File: config.mk
export PLATFORM = sky130hd
export DESIGN_NAME = pad_uart_rx
export DESIGN_NICKNAME = d
export VERILOG_FILES = /design/src/rtl/pad_uart_rx.sv
export SDC_FILE = /design/constraint.sdc
export NUM_CORES = 1
export LEC_CHECK = 0
export ABC_AREA = 1
export ABC_CLOCK_PERIOD_IN_PS = 3800
export CORE_MARGIN = 1.5
export CORE_UTILIZATION = 62
export CTS_BUF_LIST = sky130_fd_sc_hd__clkbuf_8 sky130_fd_sc_hd__clkbuf_16
export CTS_CLUSTER_SIZE = 40
export DETAILED_ROUTE_END_ITERATION = 6
export PLACE_DENSITY = 0.9
export SLEW_MARGIN = 20
export SYNTH_ARGS = -nofsm -noshare
export SYNTH_HDL_FRONTEND = slang
export SYNTH_SLANG_ARGS = --single-unit
export TNS_END_PERCENT = 1
File: constraint.sdc
create_clock -name wb_clk_i -period 3.8 [get_ports wb_clk_i]
set_clock_uncertainty 0.2 [all_clocks]
set_input_delay 0.76 -clock wb_clk_i [delete_from_list [all_inputs] [get_ports wb_clk_i]]
set_output_delay 0.76 -clock wb_clk_i [all_outputs]
set_load 0.01 [all_outputs]
File: src/rtl/pad_uart_rx.sv
// pad_uart_rx: 8N1 serial receiver on user pad 33 (local pad 0).
// Bytes land in a small FIFO that the core drains over a valid/ready port.
// Pads 34..37 (local 1..4) show busy, overrun, frame error and FIFO non-empty.
//
// Consumer handshake: rx_valid is high whenever the FIFO holds a byte and
// rx_data is its head. A byte is consumed on a clock edge where
// rx_valid && rx_ready. rx_data does not change while rx_valid && !rx_ready.
module pad_uart_rx #(
    parameter int CLKS_PER_BIT = 16,
    parameter int FIFO_DEPTH   = 4
) (
    input  logic       wb_clk_i,
    input  logic       wb_rst_i,
    input  logic [4:0] io_in,
    output logic [4:0] io_out,
    output logic [4:0] io_oeb,
    output logic [7:0] rx_data,
    output logic       rx_valid,
    input  logic       rx_ready,
    input  logic       clr_err
);
    localparam int CW = $clog2(CLKS_PER_BIT);
    localparam int AW = $clog2(FIFO_DEPTH);
    localparam logic [CW-1:0] HALF_BIT = CW'(CLKS_PER_BIT / 2 - 1);
    localparam logic [CW-1:0] FULL_BIT = CW'(CLKS_PER_BIT - 1);

    typedef enum logic [1:0] {IDLE, START, DATA, STOP} state_t;

    state_t        state;
    logic          busy;
    logic          rx_meta;
    logic          rxs;
    logic [CW-1:0] bit_cnt;
    logic [2:0]    bit_idx;
    logic [7:0]    shreg;
    logic          overrun;
    logic          frame_err;

    logic [7:0]    mem [FIFO_DEPTH];
    logic [AW:0]   wr_ptr;
    logic [AW:0]   rd_ptr;
    logic          fifo_empty;
    logic          fifo_full;
    logic          stop_sample;
    logic          push;
    logic          pop;
    logic          set_ovr;
    logic          set_fe;

    // Pads 34..37 are driven as indicators only; their input side carries nothing.
    logic unused_pads;
    assign unused_pads = ^io_in[4:1];

    // Two-flop synchroniser on the rx pad; idles high so reset looks like an idle line.
    always_ff @(posedge wb_clk_i) begin
        if (!wb_rst_i) begin
            rx_meta <= 1'b1;
            rxs     <= 1'b1;
        end else begin
            rx_meta <= io_in[0];
            rxs     <= rx_meta;
        end
    end

    // Deframing FSM: half a bit to the start-bit centre, then one full bit per sample.
    always_ff @(posedge wb_clk_i) begin
        if (!wb_rst_i) begin
            state   <= IDLE;
            busy    <= 1'b0;
            bit_cnt <= '0;
            bit_idx <= '0;
            shreg   <= '0;
        end else begin
            case (state)
                IDLE: begin
                    if (!rxs) begin
                        state   <= START;
                        busy    <= 1'b1;
                        bit_cnt <= HALF_BIT;
                    end
                end
                START: begin
                    if (bit_cnt != '0) begin
                        bit_cnt <= bit_cnt - 1'b1;
                    end else if (rxs) begin
                        // Line went back high before mid start bit: a glitch, not a frame.
                        state <= IDLE;
                        busy  <= 1'b0;
                    end else begin
                        state   <= DATA;
                        bit_cnt <= FULL_BIT;
                        bit_idx <= '0;
                    end
                end
                DATA: begin
                    if (bit_cnt != '0) begin
                        bit_cnt <= bit_cnt - 1'b1;
                    end else begin
                        shreg[bit_idx] <= rxs;
                        bit_cnt        <= FULL_BIT;
                        if (bit_idx == 3'd7) begin
                            state <= STOP;
                        end else begin
                            bit_idx <= bit_idx + 1'b1;
                        end
                    end
                end
                STOP: begin
                    // Leave at mid stop bit so a start bit right behind it is not missed.
                    if (bit_cnt != '0) begin
                        bit_cnt <= bit_cnt - 1'b1;
                    end else begin
                        state <= IDLE;
                        busy  <= 1'b0;
                    end
                end
                default: begin
                    state <= IDLE;
                    busy  <= 1'b0;
                end
            endcase
        end
    end

    assign stop_sample = (state == STOP) && (bit_cnt == '0);
    assign fifo_empty  = (wr_ptr == rd_ptr);
    assign fifo_full   = (wr_ptr[AW] != rd_ptr[AW]) && (wr_ptr[AW-1:0] == rd_ptr[AW-1:0]);
    assign pop         = !fifo_empty && rx_ready;
    // A pop in the same cycle frees the slot, so a full FIFO can still accept the byte.
    assign push        = stop_sample && rxs && (!fifo_full || pop);
    assign set_ovr     = stop_sample && rxs && fifo_full && !pop;
    assign set_fe      = stop_sample && !rxs;

    // Byte FIFO; storage is cleared on reset so rx_data reads zero when flushed.
    always_ff @(posedge wb_clk_i) begin
        if (!wb_rst_i) begin
            wr_ptr <= '0;
            rd_ptr <= '0;
            for (int i = 0; i < FIFO_DEPTH; i++) begin
                mem[i] <= '0;
            end
        end else begin
            if (push) begin
                mem[wr_ptr[AW-1:0]] <= shreg;
                wr_ptr              <= wr_ptr + 1'b1;
            end
            if (pop) begin
                rd_ptr <= rd_ptr + 1'b1;
            end
        end
    end

    // Sticky error flags; a new error in the clearing cycle keeps the flag set.
    always_ff @(posedge wb_clk_i) begin
        if (!wb_rst_i) begin
            overrun   <= 1'b0;
            frame_err <= 1'b0;
        end else begin
            if (set_ovr) begin
                overrun <= 1'b1;
            end else if (clr_err) begin
                overrun <= 1'b0;
            end
            if (set_fe) begin
                frame_err <= 1'b1;
            end else if (clr_err) begin
                frame_err <= 1'b0;
            end
        end
    end

    assign rx_data  = mem[rd_ptr[AW-1:0]];
    assign rx_valid = !fifo_empty;
    assign io_out   = {rx_valid, frame_err, overrun, busy, 1'b0};
    assign io_oeb   = 5'b00001;

endmodule

==> impl_metrics.toml <==
[cells_and_area]
synthToLayoutAreaGrowth_pct = 12.7
post-route-util_pct = 73.6
finalNetCount = 408
stdcell_area_um2 = 3550
drive_gt1_share_pct = 9.92
diodes = 0

[routing]
vias = 2535
drc_errors = 0
routed_wirelength_mm = 6.47
postRouteAntennaNets = 0
initialDrtViolationCount = 163
vias_per_cell = 5.51
routedWlPerCell_um = 14.1
drtPass1Iterations = 5

[clock_network]
clk_latency_ns = 0.33
cts_tree = "yes"
clk_pin_slew_ns = 0.07
cts_made_buffers = 9
htree_num_levels = 3
clockBufferDepth = 2
cts_root_buf = "clkbuf_8"
cts_setup_buffers = 0
cts.sinks = 62
cts.repair.resized = 0
postCtsHoldBufs = 0

[synth]
synth_edf_count = 32
synth_area_leaders = "edfxtp_1 31%, dfxtp_1 19%, nor2_1 7.4%, o21ai_0 6.7%, nand2_1 5.5%"
yosysTopAreaCell = "edfxtp_1"
synth.cell_area_um2 = 3150
yosys_register_bits = 62
synth_top_area_share_pct = 30.5
ys_types = 27
synthTopCellsByCount = "62 x nor2_1, 46 x nand2_1, 43 x inv_1"
synth_cells = 371
ys_seq_area_share_pct = 49.6
ys.warnings.count = 0
yosysMostFrequentCell = "nor2_1"
async_reset_ff_share_pct = 0
avgSynthCellArea_um2 = 8.48
yosys_most_used_dff = "edfxtp_1"

[global_route]
antenna_found_initial = 0
grt_pass1_vias = 2373
grt_max_degree = 20
grt_usage_pct = 25.7
grt_overflow = 0
grt_pass1_wl_mm = 10.5

[timing]
period_share_pct = 78.1
worst_slew_pin_slew_ns = 0.691
finalSetupViolations = 0
slew_headroom_pct = 53.8
rsz0062_at_grt = "no"
fin_ws_ns = 0.831
fmax_mhz = 337
hold_viol = 0
holdWs_ns = 0.238
tns_ns = 0
drv_slew = 0
finalCriticalPeriod_ns = 2.97

[placed_design]
io_buffer_count = 17
place_ws_ns = 0.793
dpl_cell_area_um2 = 3320
place_hpwl_mm = 4.43
gp_congestion = 0.885

[critical_path]
crit_path_end_kind = "output port"
crit_fanout = 17
cp.required_ns = 2.84
crit_path_start_kind = "register"
rr_worst_depth = 8
criticalPathCategory = "register to output port"
critical_path_arrival_ns = 2.01

[pwr]
power_density_nw_per_um2 = 615
ir_drop_uv = 406
p_leak_nw = 1.41

[die]
num_rows = 25
dieArea_um2 = 5510
io_pins = 28
start_util_pct = 65.3
core_um2 = 4820
chipWidth_um = 74.2
die_y_um = 74.2

[hold_path]
hold_depth = 1
min_path_type = "register to register"

[job]
drv_cap = 0

[status]
status = "finished, final reports clean"
==> final cells by class <==
type,instances,area [um^2]
fillers,343,1270
well taps,67,83.8
clock buffers,11,151
inverters,43,161
clock inverters,5,72.6
repair buffers,24,223
flip-flops and latches,62,1560
multi-input cells,248,1290
==> worst max-delay path, cell delays in order (launching register included) <==
cell             delay [ns]
dfxtp_1                0.30
buf_4                  0.18
inv_1                  0.35
o21ai_0                0.16
o22ai_1                0.14
clkdlybuf4s50_1        0.56
==> kinds of logic (layout without fill, tap and decap cells) <==
kind of cell,Yosys count,in the layout,share of synthesized area (%)
buf+inv,65,83,9.74
other cells,2,6,0.239
xor+xnor,3,3,0.835
compound gates,62,62,10.3
flops,62,62,49.6
fa+ha+maj,11,11,4.38
simple gates,166,166,24.9
==> metal layers <==
| metal | GRT usage (%) | wire [um] | vias up |
|---|---|---|---|
| met2 | 46.8 | 3320 | 88 |
| li1 | - | - | 1245 |
| met3 | 4.20 | 235 | 21 |
| met4 | 12.1 | 169 | 0 |
| met1 | 29.2 | 2740 | 1181 |
| met5 | 0 | 0 | - |
==> sequential cells by signal (all words and copies together), names as in the netlist, named ones only <==
register,cells
bit_cnt,4
bit_idx,3
busy,1
frame_err,1
mem,32
overrun,1
rd_ptr,3
rx_meta,1
rxs,1
shreg,8
state,1
wr_ptr,3
==> power by group <==
| part | internal [W] | leakage (nW) | total, W | switching (W) |
|---|---|---|---|---|
| registers | 0.000776 | 0.574 | 0.000842 | 0.0000664 |
| clock network | 0.000399 | 0.118 | 0.000643 | 0.000244 |
| logic | 0.000270 | 0.713 | 0.000696 | 0.000426 |
| total | 0.00144 | 1.41 | 0.00218 | 0.000736 |
==> worst paths after layout <==
| check | from | endpoint | slack (ns) |
|---|---|---|---|
| setup / recovery | register | rx_data[6] | 0.83 |
| hold reg to reg | rx_meta$_SDFF_PN1_ | rxs$_SDFF_PN1_ | 0.24 |
| hold / removal | rx_meta$_SDFF_PN1_ | rxs$_SDFF_PN1_ | 0.24 |
| setup reg to reg | wr_ptr[1]$_SDFFE_PN0P_ | mem[3][7]$_DFFE_PP_ | 1.20 |
==> layout by cell type (no fill, tap or decap), types with 11 or more instances in the layout <==
cell type	n
nor2_1	62
nand2_1	46
inv_1	44
o21ai_0	42
edfxtp_1	32
dfxtp_1	30
nor3_1	20
clkdlybuf4s50_1	17
nand3_1	14
a21oi_1	11
ha_1	11
clkbuf_8	11
==> metrics by stage <==
stage / instances / power (W)
after floorplan: 375 / 0.00134
after CTS: 460 / 0.00218
final: 460 / 0.00218
after global placement: 444 / 0.00149
after detailed placement: 444 / 0.00153
after global routing: 460 / 0.00231
Note: power is estimated with default switching activity, not from simulation.
==> variant (same settings) <==
Re-encode `state_t` (4 states) as Gray code, 2 bits wide.
--- a/src/rtl/pad_uart_rx.sv
+++ b/src/rtl/pad_uart_rx.sv
@@ -24,7 +24,7 @@
     localparam logic [CW-1:0] HALF_BIT = CW'(CLKS_PER_BIT / 2 - 1);
     localparam logic [CW-1:0] FULL_BIT = CW'(CLKS_PER_BIT - 1);
 
-    typedef enum logic [1:0] {IDLE, START, DATA, STOP} state_t;
+    typedef enum logic [1:0] {IDLE = 2'b00, START = 2'b01, DATA = 2'b11, STOP = 2'b10} state_t;
 
     state_t        state;
     logic          busy;
Formal check against the unedited RTL: same outputs for any inputs over 10 cycles, from zero or initial values and one cycle with wb_rst_i low; not proved beyond that.
==> variant against the original RTL <==
- routed wire length decreased by 4.6%
- critical path depth unchanged
- total power increased by 9.4%
- worst setup slack got worse by 75 ps
- combinational power increased by 32%
- synthesized area decreased by 0.52%
- global-route usage decreased by 0.99 points
- cell area decreased by 0.64%
- sequential cell count unchanged
- sequential power increased by 1%
- largest power group is now combinational logic
- highest routed layer unchanged
==> variant: results (changes against the original RTL) <==
Cell variety after synth 29 (+7.4%); NetSw 0.000868 W (+18%); Final HPWL DP 4420 um (-0.14%); GR Util All Layers 24.7% (-0.99 points); vias in the first global route 2304 (-2.9%); first-pass GRT wire length 10100 um (-4.3%); Starting DRT DRC Count 147 (-9.8%); R2R cell count 7 (-1); worst reg2reg setup slack 1490 ps (+290 ps); hold slack final 226 ps (-12.0 ps); I/O Buffers 17 (unchanged); vias per inst 5.44 (-1.2%); first-pass detailed-route iteration total 4 (-1); clk buf depth 2 (unchanged); Seq/Total Area, Yosys 49.9% (+0.26 points); P_leak 1.34 nW (-4.6%); pin count of the biggest net entering global routing 20 (unchanged); TritonCTS Buffers 9 (unchanged); EDFF count, synth 32 (unchanged); reg2reg start state[0]; status completed; routability congestion estimate 0.836 (-5.6%); Hold WC Path Type reg2reg; H-tree levels 3 (unchanged); root buffer cell clkbuf_8; worst r2r dst mem[0][6]; top post-synthesis cells by count nor2_1 (48), inv_1 (44), nand2_1 (42); share of cells above drive strength 1 11.2% (+1.2 points); maximum vdd drop 0.000367 V (-9.7%); hold_sp rx_meta; Largest regs mem: 32 flops, shreg: 8 flops, bit_cnt: 4 flops; initial antenna violation count 0 (unchanged); Synth area leaders edfxtp_1 (31%), dfxtp_1 (19%), o21ai_0 (6.2%), nor2_1 (5.8%), inv_1 (5.3%); Clock Latency Late Sink 350 ps (+20 ps); n_diodes 0 (unchanged); # nets final 400 (-2.0%); clk slew on worst S/H paths 70 ps (about the same); Async SR Flop Fraction 0% (unchanged); hold path cells 1 (unchanged); Post-CTS Setup Repair Bufs 0 (unchanged); CTS resizes 0 (unchanged); most common flop cell mapped by yosys edfxtp_1; hold path endpoint rxs; Post-Route WL 6170 um (-4.6%); WP data arrival 2080 ps (+70 ps); YS warnings 0 (unchanged); crit path max fanout 17 (unchanged); Filler cells 343 (unchanged)
[variant: worst max-delay path by stage]
stage	slack [ps]	end	depth (start not counted)	from
2_1_floorplan	1490	mem[0][0]	4	rx_ready
3_3_place_gp	1080	mem[1][5]	6	rx_ready
3_5_place_dp	1030	mem[1][4]	6	rx_ready
4_1_cts	760	rx_data[5]	5	flip-flop
5_1_grt	620	rx_data[5]	5	flip-flop
6_report	760	rx_data[5]	5	flip-flop
[variant: power by group through the flow]
stage                     combinational [W]  clock (W)  sequential (W)
after global routing                0.00104   0.000652        0.000862
after detailed placement           0.000918          0        0.000864
after global placement             0.000874          0        0.000858
after floorplan                    0.000630          0        0.000851
after CTS                          0.000919   0.000622        0.000850
final                              0.000917   0.000619        0.000850
[variant: layout make-up]
type / instances / area, um^2 / area share [%]
Clock inverter: 5 / 55.1 / 1.56
Clock buffer: 11 / 163 / 4.62
Multi-Input combinational cell: 237 / 1260 / 35.8
Tap cell: 67 / 83.8 / 2.38
Inverter: 45 / 169 / 4.79
Sequential cell: 62 / 1560 / 44.3
Timing Repair Buffer: 25 / 230 / 6.53
[variant: worst max-delay path, cell delays in order, from the launching register on]
cell and delay (ps):
dfxtp_1 300, buf_4 180, inv_1 320, o21ai_0 150, o22ai_1 180, clkdlybuf4s50_1 610
[variant: per-layer routing]
layer,part of all wire [%],global-route usage [%],vias up
met5,0,0,-
met4,2.0,12.3,0
met3,4.4,7.18,15
met2,52,42.9,67
met1,41,27.5,1138
li1,-,-,1240
[variant: cell families (layout without fill, tap and decap cells)]
family / after synthesis / after routing / share of synthesized area [%]
AND/OR/NAND/NOR: 152 / 152 / 23.7
AO/OA/AOI/OAI: 66 / 66 / 11.0
buffers and inverters: 66 / 86 / 10.3
flip-flops: 62 / 62 / 49.9
adder cells (fa/ha/maj): 11 / 11 / 4.40
other: 2 / 6 / 0.240
XOR/XNOR: 2 / 2 / 0.560
[variant: through the flow]
step                      instances  instance area (um^2)  setup WS [ps]  utilization (%)  total power, W
after global placement          436                  3310           1080             69.1         0.00173
final                           452                  3520            756             73.6         0.00239
after detailed placement        436                  3310           1030             69.1         0.00178
after floorplan                 365                  3140           1490                -         0.00148
after global routing            452                  3520            620             73.6         0.00255
after CTS                       452                  3520            756             73.6         0.00239
